`config.mk`:
```
export PLATFORM = sky130hd
export DESIGN_NAME = alu_seq
export DESIGN_NICKNAME = d
export VERILOG_FILES = /design/src/rtl/alu_seq.sv
export SDC_FILE = /design/constraint.sdc
export NUM_CORES = 1
export LEC_CHECK = 0
export CAP_MARGIN = 20
export CORE_MARGIN = 1.5
export CORE_UTILIZATION = 25
export DETAILED_ROUTE_END_ITERATION = 6
export MAX_ROUTING_LAYER = met4
export PLACE_DENSITY = 0.46
export SYNTH_ARGS = -nofsm -noshare
export SYNTH_HDL_FRONTEND = slang
export SYNTH_SLANG_ARGS = --single-unit
```
`constraint.sdc`:
```
create_clock -name clk -period 5.25 [get_ports clk]
set_clock_uncertainty 0.2 [all_clocks]
set_input_delay 1.3125 -clock clk [delete_from_list [all_inputs] [get_ports clk]]
set_output_delay 1.3125 -clock clk [all_outputs]
set_load 0.005 [all_outputs]
```
`src/rtl/alu_seq.sv`:
```
// -----------------------------------------------------------------------------
// alu_seq : handshaked, parametrised successor to the KGP-RISC combinational ALU.
//
// One operation is in flight at a time. Non-multiply operations finish in a
// single cycle. Multiplies run as an iterative shift-add over WIDTH cycles.
// The result is held in output registers until the consumer takes it.
//
// Optional feature macro: ALU_SEQ_FLAGS_EN adds the zero/neg/carry/ovf flags.
//
// Ports:
//   clk        rising-edge clock
//   rst_n      asynchronous active-low reset
//   in_valid   operation request          in_ready   block can accept
//   op_code    operation class (2b)       func_code  operation select (4b)
//   a, b       operands (b also supplies the shift amount in its low SHW bits)
//   out_valid  result available           out_ready  consumer takes result
//   low, high  result low word / high word (carry for add)
//   illegal    result belongs to an unsupported code
//   zero, neg, carry, ovf   status flags (ALU_SEQ_FLAGS_EN only)
// -----------------------------------------------------------------------------
module alu_seq #(
  parameter int WIDTH = 32,
  parameter int SHW   = $clog2(WIDTH)
) (
  input  logic             clk,
  input  logic             rst_n,
  input  logic             in_valid,
  output logic             in_ready,
  input  logic [1:0]       op_code,
  input  logic [3:0]       func_code,
  input  logic [WIDTH-1:0] a,
  input  logic [WIDTH-1:0] b,
  output logic             out_valid,
  input  logic             out_ready,
  output logic [WIDTH-1:0] low,
  output logic [WIDTH-1:0] high,
`ifdef ALU_SEQ_FLAGS_EN
  output logic             zero,
  output logic             neg,
  output logic             carry,
  output logic             ovf,
`endif
  output logic             illegal
);

  typedef enum logic [1:0] {IDLE, MUL, DONE} state_t;

  function automatic logic [WIDTH-1:0] negate_w(input logic [WIDTH-1:0] x);
    return (~x) + 1'b1;
  endfunction

  function automatic logic [2*WIDTH-1:0] negate_2w(input logic [2*WIDTH-1:0] x);
    return (~x) + 1'b1;
  endfunction

  state_t             state;
  logic [SHW:0]       cnt;
  logic [2*WIDTH-1:0] mcand;
  logic [WIDTH-1:0]   mplier;
  logic [2*WIDTH-1:0] prod;
  logic               mneg;

  logic [SHW-1:0]     sh;
  logic [WIDTH:0]     sum;
  logic               add_ovf;
  logic signed [WIDTH-1:0] sra_res;
  logic [WIDTH-1:0]   nxt_low;
  logic [WIDTH-1:0]   nxt_high;
  logic               nxt_ill;
  logic               is_add;
  logic               is_mul;
  logic               is_smul;
  logic [WIDTH-1:0]   a_mag;
  logic [WIDTH-1:0]   b_mag;
  logic [2*WIDTH-1:0] prod_step;
  logic [2*WIDTH-1:0] prod_fin;
  logic               accept;

  assign in_ready  = (state == IDLE);
  assign out_valid = (state == DONE);
  assign accept    = in_valid && (state == IDLE);

  // Decode and single-cycle datapath, evaluated on the live inputs so the
  // result is captured at the accept edge.
  always_comb begin
    sh       = b[SHW-1:0];
    sum      = {1'b0, a} + {1'b0, b};
    add_ovf  = (a[WIDTH-1] == b[WIDTH-1]) && (sum[WIDTH-1] != a[WIDTH-1]);
    sra_res  = $signed(a) >>> sh;
    nxt_low  = '0;
    nxt_high = '0;
    nxt_ill  = 1'b0;
    is_add   = 1'b0;
    is_mul   = 1'b0;
    is_smul  = 1'b0;
    case (op_code)
      2'b00: begin
        case (func_code)
          4'b0000: begin is_add = 1'b1; nxt_low = sum[WIDTH-1:0]; nxt_high = {{(WIDTH-1){1'b0}}, sum[WIDTH]}; end
          4'b0001: nxt_low = negate_w(b);
          4'b0010: nxt_low = a << sh;
          4'b0011: nxt_low = a >> sh;
          4'b0100: nxt_low = sra_res;
          default: nxt_ill = 1'b1;
        endcase
      end
      2'b01: begin
        case (func_code)
          4'b0000: begin is_add = 1'b1; nxt_low = sum[WIDTH-1:0]; nxt_high = {{(WIDTH-1){1'b0}}, sum[WIDTH]}; end
          4'b0001: is_mul = 1'b1;
          4'b0010: begin is_mul = 1'b1; is_smul = 1'b1; end
          4'b0011: nxt_low = negate_w(b);
          4'b0110: nxt_low = a >> sh;
          4'b0111: nxt_low = a << sh;
          4'b1000: nxt_low = sra_res;
          default: nxt_ill = 1'b1;
        endcase
      end
      default: nxt_ill = 1'b1;
    endcase
    // Magnitudes taken as unsigned WIDTH-bit values, so the most negative
    // operand maps to 2^(WIDTH-1) without overflow.
    a_mag = (is_smul && a[WIDTH-1]) ? negate_w(a) : a;
    b_mag = (is_smul && b[WIDTH-1]) ? negate_w(b) : b;
  end

  assign prod_step = prod + (mplier[0] ? mcand : '0);
  assign prod_fin  = mneg ? negate_2w(prod_step) : prod_step;

  // Multiplier working registers: loaded at accept, stepped once per MUL cycle.
  always_ff @(posedge clk) begin
    if (accept && is_mul) begin
      mcand  <= {{WIDTH{1'b0}}, a_mag};
      mplier <= b_mag;
      prod   <= '0;
      mneg   <= is_smul && (a[WIDTH-1] ^ b[WIDTH-1]);
    end else if (state == MUL) begin
      prod   <= prod_step;
      mcand  <= mcand << 1;
      mplier <= mplier >> 1;
    end
  end

  // Control FSM and registered outputs
  always_ff @(posedge clk or negedge rst_n) begin
    if (!rst_n) begin
      state   <= IDLE;
      cnt     <= '0;
      low     <= '0;
      high    <= '0;
      illegal <= 1'b0;
`ifdef ALU_SEQ_FLAGS_EN
      zero    <= 1'b0;
      neg     <= 1'b0;
      carry   <= 1'b0;
      ovf     <= 1'b0;
`endif
    end else begin
      case (state)
        IDLE: begin
          if (in_valid) begin
            if (is_mul) begin
              cnt   <= '0;
              state <= MUL;
            end else begin
              low     <= nxt_low;
              high    <= nxt_high;
              illegal <= nxt_ill;
`ifdef ALU_SEQ_FLAGS_EN
              zero    <= (nxt_low == '0);
              neg     <= nxt_low[WIDTH-1];
              carry   <= is_add && sum[WIDTH];
              ovf     <= is_add && add_ovf;
`endif
              state   <= DONE;
            end
          end
        end
        MUL: begin
          cnt <= cnt + 1'b1;
          if (cnt == (SHW+1)'(WIDTH-1)) begin
            low     <= prod_fin[WIDTH-1:0];
            high    <= prod_fin[2*WIDTH-1:WIDTH];
            illegal <= 1'b0;
`ifdef ALU_SEQ_FLAGS_EN
            zero    <= (prod_fin == '0);
            neg     <= prod_fin[2*WIDTH-1];
            carry   <= 1'b0;
            ovf     <= 1'b0;
`endif
            state   <= DONE;
          end
        end
        DONE: begin
          if (out_ready) state <= IDLE;
        end
        default: state <= IDLE;
      endcase
    end
  end

endmodule

```
# Yosys cells after proc, flatten, opt, wreduce, memory -nomap -nowiden
# Cells that the tools add are included.
# Widths: inputs -> output; s select.
# totals
reg_bits	234
latchBits	0
ram_bits	0
mem_bits_ro	0
in_bits	74
memories	0
# classes
n_addsub	6
multipliers	0
div	0
magnitude_cmp	0
n_eq_ne	16
n_shift	3
mux	40
n_bitwise	4
reduce_logical	17
# ops
cell	count
$mux 32	12
$pmux 32 s5	2
$pmux 32 s2	3
$mux 64	2
$add 32x1->32 const B	2
$add 64x1->64 const B	1
$add 64x64->64	1
$not 32->32	2
$not 64->64	1
$add 32x32->33	1
$shl 32x5->32	1
$shr 32x5->32	1
$sshr 32x5->32	1
$eq 4x3->1 const B	3
$mux 6	2
$pmux 6 s2	1
$mux 1	11
$eq 4x2->1 const B	2
$mux 2	4
$reduce_or 7->1	1
$add 6x1->6 const B	1
$eq 6x5->1 const B	1
$ne 2x1->1 const B	3
$pmux 2 s3	1
15 further kinds	26

# Depth between registers and ports, before layout
# Gate-level depths: netlist of the first run.
# logic_depth
ltp_word	7
depth_mapped	19
ltp_nobuf	16

# Worst setup path before layout of the first run
# OpenSTA, ideal clock, no wires.
# synth_path
kind	reg-to-reg
start	register mplier[0]
end	register high[8]
setup_ns	0.129
arrival_ns	4.730
required_ns	4.921
setup_slack_ns	0.191
stages_incl_launch_ff	19
period_less_slack_ns	5.059
path_cell_list	edfxtp_1 > clkbuf_1 > clkbuf_1 > and2_1 > ha_1 > inv_1 > fa_1 > nor2b_1 > o311a_4 > o21a_4 > o2111a_1 > or3_1 > a221o_1 > or4_4 > or4_4 > or4b_4 > o21ai_2 > xor2_1 > o21ai_1
# synth_between
elab_chain_len	7
# synth_rtl
element	line	text
start, declared	59	logic [WIDTH-1:0] mplier;
start signal, assigned	134	mplier <= b_mag;
start signal, assigned	140	mplier <= mplier >> 1;
$mux 64 *	127	assign prod_step = prod + (mplier[0] ? mcand : '0);
$add 64x64->64 *	127	
$not 64->64	53	return (~x) + 1'b1;
$add 64x1->64	53	
$mux 64 *	128	assign prod_fin = mneg ? negate_2w(prod_step) : prod_step;
$mux 32 *	181	if (cnt == (SHW+1)'(WIDTH-1)) begin
$pmux 32 s2 *	159	case (state)
end signal, assigned	167	high <= nxt_high;
end signal, assigned	183	high <= prod_fin[2*WIDTH-1:WIDTH];
end, declared	36	output logic [WIDTH-1:0] high,
# Every way passes the cells marked *; elsewhere a longest branch is shown, timed or not. The select of a mux whose other input is x is not followed.
# A chain may end at the register's enable or synchronous reset.

# Final worst setup path of the first run
# Same ends and word-level chain as after synthesis.

==> results of run 1 <==
## critical path, cell delays in order, from the launching register on
cell	delay, ns
sky130_fd_sc_hd__edfxtp_1	0.41
sky130_fd_sc_hd__buf_12	0.17
sky130_fd_sc_hd__clkbuf_16	0.19
sky130_fd_sc_hd__and2_1	0.15
sky130_fd_sc_hd__ha_1	0.35
sky130_fd_sc_hd__and4_2	0.31
sky130_fd_sc_hd__and2_1	0.15
sky130_fd_sc_hd__a221o_1	0.33
sky130_fd_sc_hd__or4_4	0.47
sky130_fd_sc_hd__a21oi_1	0.18
sky130_fd_sc_hd__o22ai_1	0.10
sky130_fd_sc_hd__or4_4	0.54
sky130_fd_sc_hd__or4_4	0.56
sky130_fd_sc_hd__or4b_4	0.52
sky130_fd_sc_hd__o21ai_2	0.13
sky130_fd_sc_hd__xor2_1	0.16
sky130_fd_sc_hd__o21ai_1	0.07
## power by group through the flow
stage / Sequential (mW) / Clock [mW] / Combinational [mW]
6_report: 2.65 / 2.08 / 6.65
5_1_grt: 2.71 / 2.19 / 7.26
4_1_cts: 2.64 / 2.13 / 6.50
3_5_place_dp: 2.67 / 0 / 6.46
3_3_place_gp: 2.68 / 0 / 6.47
2_1_floorplan: 2.55 / 0 / 3.84
## area by class of cell
type	instances	share of cell area
inverters	52	0.006530
flip-flops and latches	234	0.1907
multi-input cells	2589	0.5707
clock buffers	46	0.02775
well taps	1254	0.05249
repair buffers	529	0.1483
clock inverters	7	0.003516
## stage by stage
stage               setup TNS [ns]  instances  utilization
global route              -0.02530       4711       0.3198
global placement          -0.02313       4654       0.3075
floorplan                        0       3106            -
CTS                              0       4707       0.3175
finish                           0       4711       0.3198
detailed placement        -0.02301       4654       0.3075
## sequential cells by signal, summed over array words and instances (netlist names)
name,cells
high,32
mneg,1
low,32
state,2
mcand,64
prod,64
mplier,32
cnt,6
illegal,1
## metal layers
metal / up-vias / global-route usage / share of wire
li1: 12140 / - / -
met1: 12350 / 0.2996 / 0.45
met2: 917 / 0.3591 / 0.45
met3: 166 / 0.02990 / 0.061
met4: 0 / 0.08259 / 0.041
met5: - / - / 0
## Yosys cell counts (22+ instances only)
master	n	area, µm²
sky130_fd_sc_hd__a31oi_1	29	181.4
sky130_fd_sc_hd__xnor2_1	129	1130
sky130_fd_sc_hd__dfxtp_1	96	1922
sky130_fd_sc_hd__o22ai_1	46	287.8
sky130_fd_sc_hd__dfrtp_1	73	1827
sky130_fd_sc_hd__nand2_1	445	1670
sky130_fd_sc_hd__a221oi_1	22	192.7
sky130_fd_sc_hd__ha_1	100	1251
sky130_fd_sc_hd__nand4_1	32	200.2
sky130_fd_sc_hd__nor4_1	30	187.7
sky130_fd_sc_hd__a21o_1	53	397.9
sky130_fd_sc_hd__mux4_2	48	1081
sky130_fd_sc_hd__nand3_1	84	420.4
sky130_fd_sc_hd__nand2b_1	22	137.6
sky130_fd_sc_hd__o211ai_1	26	195.2
sky130_fd_sc_hd__nor2_1	240	900.9
sky130_fd_sc_hd__a21oi_1	204	1021
sky130_fd_sc_hd__buf_1	26	97.59
sky130_fd_sc_hd__nor3_1	58	290.3
sky130_fd_sc_hd__o31ai_1	31	232.7
sky130_fd_sc_hd__and2_1	82	513.0
sky130_fd_sc_hd__o221ai_1	29	254.0
sky130_fd_sc_hd__edfxtp_1	65	1952
sky130_fd_sc_hd__mux2i_1	63	630.6
sky130_fd_sc_hd__inv_1	50	187.7
sky130_fd_sc_hd__or3_1	35	219.0
sky130_fd_sc_hd__o21ai_0	346	1732
sky130_fd_sc_hd__xor2_1	87	762.0
sky130_fd_sc_hd__clkbuf_1	196	735.7
## logic make-up after synthesis
kind of cell / after synthesis / synth area share
compound gates: 1012 / 0.2730
simple gates: 1128 / 0.2238
xor+xnor: 216 / 0.08004
fa+ha+maj: 102 / 0.05463
flops: 234 / 0.2412
buf+inv: 283 / 0.04542
mux: 131 / 0.08195
## path summary, 6_finish.rpt
kind | start | to
worst max-delay path | mplier[0] | high[8]
worst min-delay path | mcand[63] | mcand[63]
worst max register to register | mplier[0] | high[8]
worst min register to register | mcand[63] | mcand[63]
max in group asynchronous | rst_n | cnt[1]
min in group asynchronous | rst_n | high[3]
## repair_timing
action | 4_1_cts | 5_1_grt
endpoints found under the setup margin | 0 | 36
gates resized for setup | 0 | 45
hold buffers | 0 | 0
setup buffers | 0 | 3
==> impl_results.rst, run 1 <==
.. list-table::
   :header-rows: 1

   * - Metric
     - Value
   * - Status
     - complete, no violations
   * - Nets in the synthesized netlist
     - between 3k and 4k
   * - Diode insertion count for antenna repair
     - 0
   * - Synth async-reset ratio
     - 0.3120
   * - Antenna violations before repair
     - 5
   * - Period minus WS final
     - 5.115 ns
   * - Net Sw Frac
     - 0.4426
   * - Die extent in x
     - approximately 310 µm
   * - Leading cell type in the layout, fill and taps excluded
     - sky130_fd_sc_hd__nand2_1
   * - Cell area after synthesis
     - 23640 µm²
   * - Residual overflow from global routing
     - 0
   * - Predominant post-synthesis flop cell
     - sky130_fd_sc_hd__dfxtp_1
   * - Fin. max-slew vios
     - 0
   * - Sum of internal, switching and leakage power
     - 11.37 mW
   * - Routed Wire Length
     - about 110000 µm
   * - Slew margin rel.
     - 0.3023
   * - Number of DRC markers in iteration 0
     - between 2k and 2.5k
   * - Static Leak
     - 11.75 nW
   * - Top library cells by usage in the layout, fill and taps aside
     - sky130_fd_sc_hd__nand2_1 (444), sky130_fd_sc_hd__buf_4 (384), sky130_fd_sc_hd__o21ai_0 (338)
   * - Final-report setup violation count
     - 0
   * - Count of unique library cells instantiated by Yosys
     - 96
   * - Maximum root-to-sink buffer count
     - 3
   * - Hold Path Depth
     - 2
   * - H-tree depth
     - 1
   * - Number of nets with antenna violations after detailed routing
     - 0
   * - Maximum vdd drop
     - around 0.00023 V
   * - Clock Latency Late Sink
     - ~0.63 ns
   * - Synthesized flop and latch total
     - between 200 and 250
   * - Power share of the clock group
     - 0.183
   * - Starting density of the core
     - 0.2529
   * - Total vias in the final route
     - ~26k
   * - Root cell of the clock tree
     - sky130_fd_sc_hd__clkbuf_16
   * - Power share of the sequential group
     - 0.233
   * - Routability-driven placement congestion ratio
     - between 1 and 1.5
   * - Critical Path Fanout Max
     - 21
   * - Final WS setup
     - between 0.1 and 0.15 ns
   * - EDFF count, synth
     - 65
   * - Multi-input combinational cell area
     - around 17000 µm²
   * - Max Clk Rate
     - ~200 MHz
   * - Crit share post-route
     - 0.9743
   * - CTS tree
     - built
   * - Total core area
     - 93470 µm²
   * - Port Buf Inserts
     - between 100 and 150
   * - Net count of the finished layout
     - between 3k and 4k
   * - Wire length of the first global-routing pass
     - 161300 µm
   * - Register-to-Register Setup Slack
     - ~0.14 ns
   * - Count of pins on the block boundary
     - 141
   * - Area growth, synth to finish
     - 26.47%
   * - Switching power of the nets
     - roughly 5 mW
   * - Combinational cell fraction of total power
     - 0.584
   * - Worst setup path class
     - flop to flop
   * - Average detailed-routed wire length per instance
     - 23.30 µm
   * - Pre-CTS setup slack
     - -0.01939 ns
   * - Number of global-route vias before repair
     - around 25k
   * - Worst-case hold slack
     - 0.2567 ns
   * - Worst setup SP type
     - flop
   * - Yosys warns
     - 0
   * - Pin count of the biggest net entering global routing
     - between 90 and 100
   * - Required time of the critical path
     - 5.53 ns
   * - Max-cap violations
     - 0
   * - Transition time at the pin with the least slew margin
     - roughly 1.0 ns
   * - Hold violation count in the final report
     - 0
   * - Global-route usage over all layers
     - 0.2287
   * - Number of iterations in the first detailed-routing pass
     - 7
   * - Count of clock tree sinks
     - between 200 and 250
   * - Die ar.
     - 96390 µm²
   * - Pwr dens
     - ~380 nW/µm²
   * - Depth of the most critical reg-to-reg path
     - 16
   * - Gate count of the mapped netlist
     - around 3.1k
   * - Die Span Y
     - 310.5 µm
   * - CP Data Arrival Time
     - 5.40 ns
   * - Internal power of the cells
     - ~6.3 mW
   * - Ratio of routed vias to standard cells
     - 5.428
   * - Synth Area per Inst
     - about 7.6 µm²
   * - Number of rows in the core area
     - between 100 and 150
   * - Sequential cell area in the final layout
     - 5700 µm²
   * - Detailed placement HPWL
     - 85580 µm
   * - Hold crit path type
     - flop to flop
   * - Layout filler cell count
     - 10.10k
   * - CP endpoint kind
     - flop
   * - Post-placement cell area
     - 28740 µm²
   * - Number of buffers created by CTS
     - 29
   * - Fraction of layout cells with a size suffix above 1
     - 0.1718
   * - Clock edge transition at the registers on the reported setup and hold paths
     - 0.06 ns
   * - Proportion of synthesized chip area in sequential cells
     - 0.2412
   * - Non-Filler Cell Area, Final
     - 29890 µm²
   * - Count of unresolved DRC violations after routing
     - 0
Power figures use the tool's default switching activity.
==> run 2: changes to the inputs <==
--- a/config.mk
+++ b/config.mk
@@ -7,10 +7,10 @@
 export LEC_CHECK = 0
 export CAP_MARGIN = 20
 export CORE_MARGIN = 1.5
-export CORE_UTILIZATION = 25
+export CORE_UTILIZATION = 45
 export DETAILED_ROUTE_END_ITERATION = 6
 export MAX_ROUTING_LAYER = met4
-export PLACE_DENSITY = 0.46
+export PLACE_DENSITY = 0.7
 export SYNTH_ARGS = -nofsm -noshare
 export SYNTH_HDL_FRONTEND = slang
 export SYNTH_SLANG_ARGS = --single-unit
==> run 2 against run 1 <==
Compared with the run above: combinational power shrank 2%; critical path depth grew 5; count of clock-buffer cells in the layout shrank 9; critical endpoint is now low[26]; cell area shrank 4.1%; utilization grew 24 points; sequential power is essentially flat; register-to-register slack gained 0.03 ns; non-clock buffer count shrank 72; flip-flop and latch count is the same; sequential share of layout area grew 0.82 points; via count grew 3.4%.
==> impl_results.rst, run 2 (same netlist as run 1, synthesis figures left out) <==
.. list-table::
   :header-rows: 1

   * - Metric
     - Value
   * - Cell Count, Final, Fillers Out
     - 4070 (-14%)
   * - Depth of the most critical reg-to-reg path
     - 21 (+5)
   * - Reg-to-reg critical path endpoint
     - low[26]
   * - Critical Path Fanout Max
     - 28 (+33%)
   * - Hold crit path type
     - flop to flop
   * - Number of DRC markers in iteration 0
     - 3036 (+42%)
   * - Power share of the clock group
     - 0.193 (+0.010)
   * - Maximum vdd drop
     - 0.0002516 V (+9.5%)
   * - Max-cap violations
     - 0 (unchanged)
   * - Root cell of the clock tree
     - sky130_fd_sc_hd__clkbuf_16
   * - Routed Wire Length
     - 107000 µm (-2.5%)
   * - Pin count of the biggest net entering global routing
     - 147 (+52%)
   * - H-tree depth
     - 1 (unchanged)
   * - Detailed placement HPWL
     - 82250 µm (-3.9%)
   * - Post-CTS Hold Fix Bufs
     - 0 (unchanged)
   * - Register-to-Register Setup Slack
     - 0.16 ns (+0.03 ns)
   * - CP Data Arrival Time
     - 5.38 ns (-0.02 ns)
   * - Status
     - complete, no violations
   * - Worst Path Buf+Inv
     - 6 (+4)
   * - Cells along the critical path
     - buf_12 > and2_1 > ha_1 > inv_1 > fa_2 > nor2b_1 > o311a_4 > o21a_4 > buf_4 > o21a_1 > o211ai_1 > nand3_1 > nand3b_1 > buf_4 > or3_1 > o21ai_1 > xnor2_1 > buf_4 > a222oi_1 > buf_4 > a21oi_1
   * - Wire length of the first global-routing pass
     - 158200 µm (-1.9%)
   * - Placed cells
     - 4004 (-14%)
   * - Period minus WS final
     - 5.086 ns (-0.02914 ns)
   * - Leading cell type in the layout, fill and taps excluded
     - sky130_fd_sc_hd__nand2_1
   * - Routability-driven placement congestion ratio
     - 1.008 (-0.85%)
   * - Ratio of routed vias to standard cells
     - 6.493 (+20%)
   * - Met1 wire length
     - 41980 µm (-14%)
   * - Port Buf Inserts
     - 140 (unchanged)
   * - Maximum root-to-sink buffer count
     - 3 (unchanged)
   * - Count of pins on the block boundary
     - 141 (unchanged)
   * - Worst-case hold slack
     - 0.2568 ns (+0.00007000 ns)
   * - Met3 wire length
     - 8780 µm (+31%)
   * - Number of global-route vias before repair
     - 25.23k (+2.9%)
   * - Startpoint of the lowest-slack hold path
     - mcand[63]
   * - Hold Path Depth
     - 2 (unchanged)
   * - Final core utilization
     - 0.5554 (+0.2356)
   * - Clock Latency Late Sink
     - 0.61 ns (-0.02 ns)
   * - Fin. max-slew vios
     - 0 (unchanged)
   * - Required time of the critical path
     - 5.54 ns (about the same)
   * - Largest registers
     - mcand (64), prod (64)
   * - Residual overflow from global routing
     - 0 (unchanged)
   * - Uppermost layer routed
     - met4
   * - Area growth, synth to finish
     - 21.29%
   * - Endpoint of the worst hold path
     - mcand[63]
   * - Power share of the sequential group
     - 0.233 (about the same)
   * - Die ar.
     - 53910 µm² (-44%)
   * - Switching power of the nets
     - 5.039 mW (about the same)
   * - Final-report setup violation count
     - 0 (unchanged)
   * - Total vias in the final route
     - 26.43k (+3.4%)
   * - DR WL met2
     - 49220 µm (-0.35%)
   * - Unrepaired setup endpoints after global routing
     - yes
   * - Count of unresolved DRC violations after routing
     - 0 (unchanged)
   * - Family with the most delay on the worst path
     - compound AO/OA/AOI/OAI gates
   * - Net Sw Frac
     - 0.4453 (+0.002661)
   * - Static Leak
     - 11.47 nW (-2.4%)
   * - Number of buffers created by CTS
     - 29 (unchanged)
   * - Slowest stage delay, CP
     - 0.44 ns (-0.12 ns)
   * - Fraction of layout cells with a size suffix above 1
     - 0.1536 (-0.01825)
   * - Library cell appearing most often on the critical path
     - sky130_fd_sc_hd__buf_4
   * - Crit share post-route
     - 0.9687 (-0.005550)
   * - Total core area
     - 51610 µm² (-45%)
   * - Clock edge transition at the registers on the reported setup and hold paths
     - 0.06 ns (about the same)
   * - Pwr dens
     - 394.7 nW/µm² (+3.7%)
   * - Net count of the finished layout
     - 3539 (-2.0%)
   * - Number of rows in the core area
     - 83 (-26%)
   * - CTS tree
     - built
   * - Top library cells by usage in the layout, fill and taps aside
     - sky130_fd_sc_hd__nand2_1 (444), sky130_fd_sc_hd__o21ai_0 (341), sky130_fd_sc_hd__buf_4 (313)
   * - Die Span Y
     - 232.2 µm (-25%)
   * - Die extent in x
     - 232.2 µm (-25%)
   * - Count of clock tree sinks
     - 234 (unchanged)
   * - Worst setup SP type
     - flop
   * - Internal power of the cells
     - 6.277 mW (-0.99%)
   * - Global-route usage over all layers
     - 0.4008 (+0.1721)
   * - Average detailed-routed wire length per instance
     - 26.30 µm (+13%)
   * - Master of the slowest instance on the critical path
     - sky130_fd_sc_hd__a222oi_1
   * - Number of nets with antenna violations after detailed routing
     - 0 (unchanged)
   * - Slew margin rel.
     - 0.3868 (+0.08445)
   * - CP endpoint kind
     - flop
   * - Hold violation count in the final report
     - 0 (unchanged)
   * - Worst setup path class
     - flop to flop
   * - Start point of the critical path
     - mplier[0]
   * - Max Clk Rate
     - 196.6 MHz (+0.57%)
   * - Number of iterations in the first detailed-routing pass
     - 6 (-1)
   * - Starting density of the core
     - 0.4579 (+0.2051)
   * - Transition time at the pin with the least slew margin
     - 0.9120 ns (-0.1258 ns)
   * - Antenna violations before repair
     - 3 (-2)
   * - Combinational cell fraction of total power
     - 0.574 (-0.010)
   * - Worst r2r src
     - mplier[0]
   * - Sum of internal, switching and leakage power
     - 11.32 mW (-0.52%)
[run 2: cell types whose count changed in the layout (fill, tap and decap cells not counted), sizes merged]
cell | previous run | this run
clkinv | 5 | 8
clkbuf | 47 | 37
inv | 51 | 53
bufinv | 2 | 4
clkinvlp | 1 | 4
buf | 394 | 323
diode | 0 | 4
[run 2: routing by layer]
metal | up-vias | GRT usage
met5 | - | -
met1 | 12720 | 0.4858
li1 | 12000 | -
met3 | 309 | 0.05918
met4 | 0 | 0.2185
met2 | 1390 | 0.6399
[run 2: metrics by stage]
step | worst slack [ns] | area (µm²) | TNS, ns
after global routing | -0.002938 | 28660 | -0.002938
after global placement | -0.1122 | 27420 | -0.1325
after floorplan | 0.1911 | 23640 | 0
after CTS | 0.001204 | 28450 | 0
final | 0.1642 | 28670 | 0
after detailed placement | -0.1851 | 27420 | -0.3637
[run 2: worst max-delay path by stage]
stage / endpoint / slack (ns) / cells past startpoint
after floorplan: high[8] / 0.19 / 18
after global placement: low[22] / -0.11 / 13
after detailed placement: low[22] / -0.19 / 13
after CTS: low[26] / 0.001 / 20
after global routing: low[29] / -0.003 / 19
final: low[26] / 0.16 / 21
[run 2: layout make-up]
cell class / instances / area [µm²]
inverters: 52 / 195.2
clock buffers: 37 / 797.0
flip-flops and latches: 234 / 5700
clock inverters: 17 / 229.0
fillers: 4876 / 22950
diodes: 4 / 10.01
repair buffers: 457 / 3867
well taps: 680 / 850.8
multi-input cells: 2589 / 17020
[run 2: power by group through the flow]
stage / sequential (mW) / combinational (mW) / clock, mW
3_5_place_dp: 2.65 / 6.24 / 0
3_3_place_gp: 2.63 / 6.15 / 0
4_1_cts: 2.62 / 6.29 / 2.21
2_1_floorplan: 2.55 / 3.84 / 0
6_report: 2.63 / 6.49 / 2.19
5_1_grt: 2.68 / 7.01 / 2.29
[run 2: what timing repair did]
item	CTS	global route
pin swaps	0	6
endpoints found under the setup margin	1	26
buffers inserted	0	6
gates resized for setup	1	31
endpoints found under the hold margin	0	0
[run 2: tightest hold or removal path, delay by kind of cell, from the launching register on]
family	cells	cell delay, ns
compound gates	1	0.06
flops	1	0.31
simple gates	1	0.05
==> run 3: changes to the inputs <==
--- a/config.mk
+++ b/config.mk
@@ -5,6 +5,7 @@
 export SDC_FILE = /design/constraint.sdc
 export NUM_CORES = 1
 export LEC_CHECK = 0
+export ABC_CLOCK_PERIOD_IN_PS = 5250
 export CAP_MARGIN = 20
 export CORE_MARGIN = 1.5
 export CORE_UTILIZATION = 45
==> results of run 3 <==
Same layout as run 2: the final DEF is identical, and so are final timing and power.
